===== config.mk =====
export PLATFORM = sky130hd
export DESIGN_NAME = fault_reporter
export DESIGN_NICKNAME = d
export VERILOG_FILES = /design/src/rtl/pmic_pkg.sv /design/src/rtl/fault_reporter_cycle_timer.sv /design/src/rtl/fault_reporter.sv
export SDC_FILE = /design/constraint.sdc
export NUM_CORES = 1
export LEC_CHECK = 0
export ABC_AREA = 1
export CAP_MARGIN = 25
export CELL_PAD_IN_SITES_DETAIL_PLACEMENT = 0
export CELL_PAD_IN_SITES_GLOBAL_PLACEMENT = 1
export CORE_MARGIN = 3
export CORE_UTILIZATION = 39
export DETAILED_ROUTE_END_ITERATION = 10
export HOLD_SLACK_MARGIN = 0.08
export PLACE_DENSITY = 0.82
export RECOVER_POWER = 25
export SLEW_MARGIN = 20
export SYNTH_ARGS = -nofsm -noshare
export SYNTH_HDL_FRONTEND = slang
export SYNTH_SLANG_ARGS = --single-unit

===== constraint.sdc =====
create_clock -name i_clk -period 1.9 [get_ports i_clk]
set_input_delay 0.38 -clock i_clk [delete_from_list [all_inputs] [get_ports i_clk]]
set_output_delay 0.38 -clock i_clk [all_outputs]
set_load 0.01 [all_outputs]

===== src/rtl/pmic_pkg.sv =====
// Shared constants, state encoding and frame helpers for the PMIC status reporter.
// FAULT_REPORTER_SEQ_EN adds a sequence byte after the header (5-byte frames).
package pmic_pkg;

   localparam logic [7:0] FRAME_HEADER = 8'hA5;

   localparam int RAIL_12V    = 0;
   localparam int RAIL_5V     = 1;
   localparam int RAIL_3V3    = 2;
   localparam int RAIL_3V3ADC = 3;
   localparam int NUM_RAILS   = 4;
   localparam int NUM_STAGES  = 3;

   // Bit positions of each flag group inside the 16-bit status word
   localparam int STATUS_RAIL_LSB   = 0;
   localparam int STATUS_VFAULT_LSB = 4;
   localparam int STATUS_IFAULT_LSB = 8;
   localparam int STATUS_STAGE_LSB  = 12;
   localparam int STATUS_FPGA_BIT   = 15;

   localparam logic [1:0] IDLE = 2'd0;
   localparam logic [1:0] SEND = 2'd1;
   localparam logic [1:0] WAIT = 2'd2;

`ifdef FAULT_REPORTER_SEQ_EN
   localparam int FRAME_LEN = 5;
`else
   localparam int FRAME_LEN = 4;
`endif

   function automatic logic [15:0] packStatus(
      input logic [NUM_RAILS-1:0]  railGood,
      input logic [NUM_RAILS-1:0]  voltageFault,
      input logic [NUM_RAILS-1:0]  currentFault,
      input logic [NUM_STAGES-1:0] stageGood,
      input logic                  fpgaFault
   );
      logic [15:0] s;
      s = '0;
      s[STATUS_RAIL_LSB   +: NUM_RAILS]  = railGood;
      s[STATUS_VFAULT_LSB +: NUM_RAILS]  = voltageFault;
      s[STATUS_IFAULT_LSB +: NUM_RAILS]  = currentFault;
      s[STATUS_STAGE_LSB  +: NUM_STAGES] = stageGood;
      s[STATUS_FPGA_BIT]                 = fpgaFault;
      return s;
   endfunction

`ifdef FAULT_REPORTER_SEQ_EN
   function automatic logic [7:0] frameByte(
      input logic [2:0]  idx,
      input logic [15:0] status,
      input logic [7:0]  seq
   );
      logic [7:0] b;
      case (idx)
         3'd0:    b = FRAME_HEADER;
         3'd1:    b = seq;
         3'd2:    b = status[15:8];
         3'd3:    b = status[7:0];
         default: b = FRAME_HEADER ^ seq ^ status[15:8] ^ status[7:0];
      endcase
      return b;
   endfunction
`else
   function automatic logic [7:0] frameByte(
      input logic [2:0]  idx,
      input logic [15:0] status
   );
      logic [7:0] b;
      case (idx)
         3'd0:    b = FRAME_HEADER;
         3'd1:    b = status[15:8];
         3'd2:    b = status[7:0];
         default: b = FRAME_HEADER ^ status[15:8] ^ status[7:0];
      endcase
      return b;
   endfunction
`endif

endpackage


===== src/rtl/fault_reporter_cycle_timer.sv =====
// Clearable, enable-gated cycle counter; o_done is high while the count sits at
// TERMINAL_COUNT-1. A terminal count of 0 disables the timer entirely.
module cycle_timer #(
   parameter int unsigned TERMINAL_COUNT = 1
) (
   input  logic i_clk,
   input  logic i_reset,
   input  logic i_clear,
   input  logic i_enable,
   output logic o_done
);

   localparam int unsigned CW = (TERMINAL_COUNT > 1) ? $clog2(TERMINAL_COUNT) : 1;
   localparam logic [CW-1:0] LAST = (TERMINAL_COUNT > 0) ? CW'(TERMINAL_COUNT - 1) : '0;
   localparam logic ACTIVE = (TERMINAL_COUNT != 0);

   logic [CW-1:0] count_q;
   logic [CW-1:0] count_d;

   assign o_done = ACTIVE && (count_q == LAST);

   // Saturates at the terminal value so a missed clear never wraps into a false expiry
   always_comb begin
      count_d = count_q;
      if (i_clear) begin
         count_d = '0;
      end else if (i_enable && ACTIVE && !o_done) begin
         count_d = count_q + 1'b1;
      end
   end

   always_ff @(posedge i_clk or posedge i_reset) begin
      if (i_reset) begin
         count_q <= '0;
      end else begin
         count_q <= count_d;
      end
   end

endmodule


===== src/rtl/fault_reporter.sv =====
// Packs rail/stage flags into a status word and streams framed bytes to uart_tx on
// change, on heartbeat and after boot. FAULT_REPORTER_SEQ_EN adds a frame sequence byte.
module fault_reporter
   import pmic_pkg::*;
#(
   parameter int unsigned HEARTBEAT_CYCLES  = 4160000,
   parameter int unsigned TX_TIMEOUT_CYCLES = 12000
) (
   input  logic       i_clk,
   input  logic       i_reset,
   input  logic [3:0] i_railGood,
   input  logic [3:0] i_voltageFault,
   input  logic [3:0] i_currentFault,
   input  logic [2:0] i_stageGood,
   input  logic       i_fpgaFault,
   input  logic       i_txBusy,
   input  logic       i_txDone,
   output logic       o_txBegin,
   output logic [7:0] o_txData,
   output logic       o_busy,
   output logic       o_uartError
);

   localparam logic [2:0] LAST_INDEX = 3'(FRAME_LEN - 1);

   logic [1:0]  state_q,     state_d;
   logic [15:0] snapshot_q,  snapshot_d;
   logic [15:0] lastSent_q,  lastSent_d;
   logic        pending_q,   pending_d;
   logic [2:0]  index_q,     index_d;
   logic        txBegin_q,   txBegin_d;
   logic [7:0]  txData_q,    txData_d;
   logic        uartError_q, uartError_d;
`ifdef FAULT_REPORTER_SEQ_EN
   logic [7:0]  seq_q,       seq_d;
`endif

   logic [15:0] status;
   logic [7:0]  currentByte;
   logic        trigger;
   logic        hbClear;
   logic        hbDone;
   logic        toClear;
   logic        toDone;

   assign status = packStatus(i_railGood, i_voltageFault, i_currentFault,
                              i_stageGood, i_fpgaFault);

`ifdef FAULT_REPORTER_SEQ_EN
   assign currentByte = frameByte(index_q, snapshot_q, seq_q);
`else
   assign currentByte = frameByte(index_q, snapshot_q);
`endif

   // A heartbeat expiry coinciding with a status change still yields a single frame
   assign trigger = pending_q || (status != lastSent_q) || hbDone;

   cycle_timer #(
      .TERMINAL_COUNT(HEARTBEAT_CYCLES)
   ) heartbeatTimer (
      .i_clk    (i_clk),
      .i_reset  (i_reset),
      .i_clear  (hbClear),
      .i_enable (state_q == IDLE),
      .o_done   (hbDone)
   );

   cycle_timer #(
      .TERMINAL_COUNT(TX_TIMEOUT_CYCLES)
   ) timeoutTimer (
      .i_clk    (i_clk),
      .i_reset  (i_reset),
      .i_clear  (toClear),
      .i_enable (state_q == WAIT),
      .o_done   (toDone)
   );

   // Frame sequencer: the snapshot is frozen at frame start so bytes never mix two status words
   always_comb begin
      state_d     = state_q;
      snapshot_d  = snapshot_q;
      lastSent_d  = lastSent_q;
      pending_d   = pending_q;
      index_d     = index_q;
      txBegin_d   = 1'b0;
      txData_d    = txData_q;
      uartError_d = 1'b0;
      hbClear     = 1'b0;
      toClear     = 1'b0;
`ifdef FAULT_REPORTER_SEQ_EN
      seq_d       = seq_q;
`endif

      case (state_q)
         IDLE: begin
            if (trigger) begin
               snapshot_d = status;
               lastSent_d = status;
               pending_d  = 1'b0;
               hbClear    = 1'b1;
               index_d    = 3'd0;
               state_d    = SEND;
            end
         end

         SEND: begin
            if (!i_txBusy) begin
               txBegin_d = 1'b1;
               txData_d  = currentByte;
               toClear   = 1'b1;
               state_d   = WAIT;
            end
         end

         WAIT: begin
            if (i_txDone) begin
               if (index_q == LAST_INDEX) begin
                  state_d = IDLE;
`ifdef FAULT_REPORTER_SEQ_EN
                  seq_d   = seq_q + 8'd1;
`endif
               end else begin
                  index_d = index_q + 3'd1;
                  state_d = SEND;
               end
            end else if (toDone) begin
               // Abandon the frame; pending forces a full retry from the header
               uartError_d = 1'b1;
               pending_d   = 1'b1;
               state_d     = IDLE;
            end
         end

         default: begin
            state_d = IDLE;
         end
      endcase
   end

   always_ff @(posedge i_clk or posedge i_reset) begin
      if (i_reset) begin
         state_q     <= IDLE;
         snapshot_q  <= 16'h0000;
         lastSent_q  <= 16'h0000;
         pending_q   <= 1'b1;
         index_q     <= 3'd0;
         txBegin_q   <= 1'b0;
         txData_q    <= 8'h00;
         uartError_q <= 1'b0;
`ifdef FAULT_REPORTER_SEQ_EN
         seq_q       <= 8'h00;
`endif
      end else begin
         state_q     <= state_d;
         snapshot_q  <= snapshot_d;
         lastSent_q  <= lastSent_d;
         pending_q   <= pending_d;
         index_q     <= index_d;
         txBegin_q   <= txBegin_d;
         txData_q    <= txData_d;
         uartError_q <= uartError_d;
`ifdef FAULT_REPORTER_SEQ_EN
         seq_q       <= seq_d;
`endif
      end
   end

   assign o_txBegin   = txBegin_q;
   assign o_txData    = txData_q;
   assign o_uartError = uartError_q;
   assign o_busy      = (state_q != IDLE);

endmodule


==> impl_metrics.toml <==
[cts]
insertion_delay_ns = 0.36
tritoncts = "built"
clock-sinks = 68
clk_pin_slew_ns = 0.08
clk_path_buf_depth = 2
htreeDepth = 3
cts-root-buf = "clkbuf_8"
cts_buffers = 9

[place]
place_area_sq_um = 4600
dp_hpwl_um = 6910
gp_congestion = 0.877
io_buffers = 30

[sta]
skew_ns = 0.0113
setup_viol = 0
finalHoldViolations = 0
holdWs_ns = 0.490
fmax_ghz = 0.568
slew_violations = 0
setup-tns-final_ns = 0
worst_slew_pin_slew_ns = 0.654
rsz0062_at_grt = "yes"
relSlewSlack_pct = 56.4
period_minus_slack_ns = 1.76
finalCritPeriodShare_pct = 92.6

[logic_synthesis]
synth_edf_count = 0
yosysSeqAreaShare_pct = 43.2
synth_top_area_share_pct = 42.5
syn-instance-count = 533
synth_largest_area_cell = "dfrtp_1"
avgSynthCellArea_sq_um = 7.40
ys_ff_latch = 68
synth_most_common_cell = "nand2_1"
async_flop_share_pct = 100
synthesis.area_sq_um = 3940
yosysWarnings = 0
ys.flop_type = "dfrtp_1"
yosysUniqueCellTypes = 33
synth_nets = 560
synth_common_cells = "159 x nand2_1, 68 x nor2_1, 67 x dfrtp_1"
synth_area_leaders = "dfrtp_1 43%, nand2_1 15%, nor2_1 6.5%"

[power]
vdd_drop_max_mv = 0.768
p_sw_share_pct = 40.3
pwr-share-seq_pct = 38.5
p_int_mw = 3.36
leakagePower_nw = 2.30
p_switching_mw = 2.27
combPwrFrac_pct = 42.6
p_clk_share_pct = 18.9
power_mw = 5.63
powerDensity_nw_per_um2 = 1170

[worst_setup_path]
path_cells = "ha_2 > nand2_1 > nor2_2 > inv_2 > nor2_1 > nand3_1 > nand2_1 > inv_2 > nor2_2 > buf_6 > nand2_1 > o31ai_1"
endpoint = "timeoutTimer.count_q[7]"
endpoint_kind = "register"
r2r-end = "timeoutTimer.count_q[7]"
critical_path.most_common_cell = "nand2_1"
crit_path_start = "timeoutTimer.count_q[0]"
start_kind = "register"
path_class = "reg2reg"
cp_max_fo = 10
reg2reg_from = "timeoutTimer.count_q[0]"
max_stage_delay_ns = 0.38
critPathRequiredTime_ns = 2.16
ff2ff_path_depth = 12
path_delay_family = "simple AND/OR/NAND/NOR gates"
arrival_ns = 2.02
worst-path-buf-inv = 3
cp.depth = 12
cp_slowest_cell = "dfrtp_1"
r2r_slack_ns = 0.14

[routing]
detail_route.wl_per_cell_um = 12.6
drt_iter0_drc = 168
ant_nets = 0
drc = 0
wl_um = 9280
vias = 3519
viasPerCell = 4.77
firstDrtPassIters = 5

[finish]
drive_gt1_share_pct = 13.1
final_core_util_pct = 49.0
syn2layout_area_growth_pct = 21.9
final_area_sq_um = 4810
final_nets = 626
antenna_cells = 0

[hold_path]
hold_class = "reg2reg"

[floorplanning]
initial_core_util_pct = 40.2
row_count = 36
die_x_um = 107
core_area_sq_um = 9820
die-area_sq_um = 11400
design.portCount = 31
die_h_um = 107

[global_route]
grt_pass1_vias = 3447
antenna_found_initial = 0
grt_max_degree = 26
grt_overflow = 0
grt_pass1_wl_um = 16100
grtUsageTotal_pct = 17.9

[status]
outcome = "complete, no violations"

[run]
drv_cap = 0
power groups by stage:
stage                     registers [mW]  logic (mW)  clock network, mW
after floorplan                     2.16        1.45                  0
after global placement              2.18        2.29                  0
after detailed placement            2.18        2.34                  0
after CTS                           2.17        2.39               1.09
after global routing                2.22        2.71               1.16
final                               2.17        2.40               1.06
worst min-delay path by stage:
stage	from	endpoint	slack (ns)	depth (start not counted)
2_1_floorplan	pending_q	pending_q	0.44	2
3_3_place_gp	pending_q	pending_q	0.46	2
6_report	pending_q	pending_q	0.49	2
5_1_grt	pending_q	pending_q	0.50	2
3_5_place_dp	pending_q	pending_q	0.46	2
4_1_cts	i_reset	o_uartError	0.35	2
per-stage QoR:
stage	setup WS [ns]	cells
after floorplan	0.341	533
after global placement	-0.0945	715
after detailed placement	-0.153	715
after CTS	0.00121	733
after global routing	-0.0324	737
final	0.140	737
area by class of cell:
cell class / instances / area [sq um]
clock inverters: 3 / 15.0
repair buffers: 66 / 584
clock buffers: 13 / 149
flip-flops and latches: 68 / 1700
inverters: 70 / 267
fillers: 1000 / 5010
multi-input cells: 384 / 1920
well taps: 133 / 166
layout by cell type, fill, tap and decap left out, types with 2 or more instances in the layout:
| cell type | instances |
|---|---|
| nand2_2 | 3 |
| nor2_4 | 3 |
| or2_1 | 2 |
| ha_1 | 5 |
| xnor2_1 | 10 |
| nor2_1 | 66 |
| xor2_1 | 19 |
| a21oi_1 | 9 |
| ha_2 | 2 |
| a2bb2oi_1 | 5 |
| o21ai_0 | 23 |
| dfrtp_1 | 67 |
| clkdlybuf4s50_1 | 28 |
| clkinv_2 | 3 |
| clkbuf_2 | 2 |
| o21ai_1 | 16 |
| nor2_2 | 5 |
| o22ai_1 | 3 |
| nand2_1 | 159 |
| nand4_1 | 7 |
| nand3_1 | 24 |
| inv_2 | 8 |
| o31ai_1 | 4 |
| clkbuf_8 | 10 |
| buf_4 | 32 |
| a211oi_1 | 3 |
| clkbuf_1 | 3 |
| inv_1 | 60 |
| nor3_1 | 9 |
tightest hold or removal path, cell delays in order, from the launching register on:
cell and delay (ns):
dfstp_2 0.37, nand2_1 0.06, nand2_1 0.05
state kept, by name (all words and copies together), names as in the netlist:
name                    cells
state_q                     2
pending_q                   1
o_uartError                 1
lastSent_q                 16
timeoutTimer.count_q       14
o_txData                    8
o_txBegin                   1
index_q                     3
heartbeatTimer.count_q     22
routing by layer:
metal  wire, um  track usage [%]  up-vias
met4        183             6.30        0
met5          0                0        -
met3        347             3.83       19
met2       4130             28.4       55
met1       4610             24.4     1641
li1           -                -     1804
cells by family (layout without fill, tap and decap cells):
family / Yosys count / after routing / share of synthesized area [%]
adder cells (fa/ha/maj): 7 / 7 / 2.22
AND/OR/NAND/NOR: 283 / 283 / 30.0
flip-flops: 68 / 68 / 43.2
XOR/XNOR: 29 / 29 / 6.44
buffers and inverters: 81 / 152 / 8.66
AO/OA/AOI/OAI: 65 / 65 / 9.46
what timing repair did:
item	CTS	global route
gates cloned	0	0
setup endpoints to repair	1	29
resized for setup	2	10
buffers inserted	2	4
pin swaps	1	4
hold buffers	0	0
Note: power is estimated with default switching activity, not from simulation.
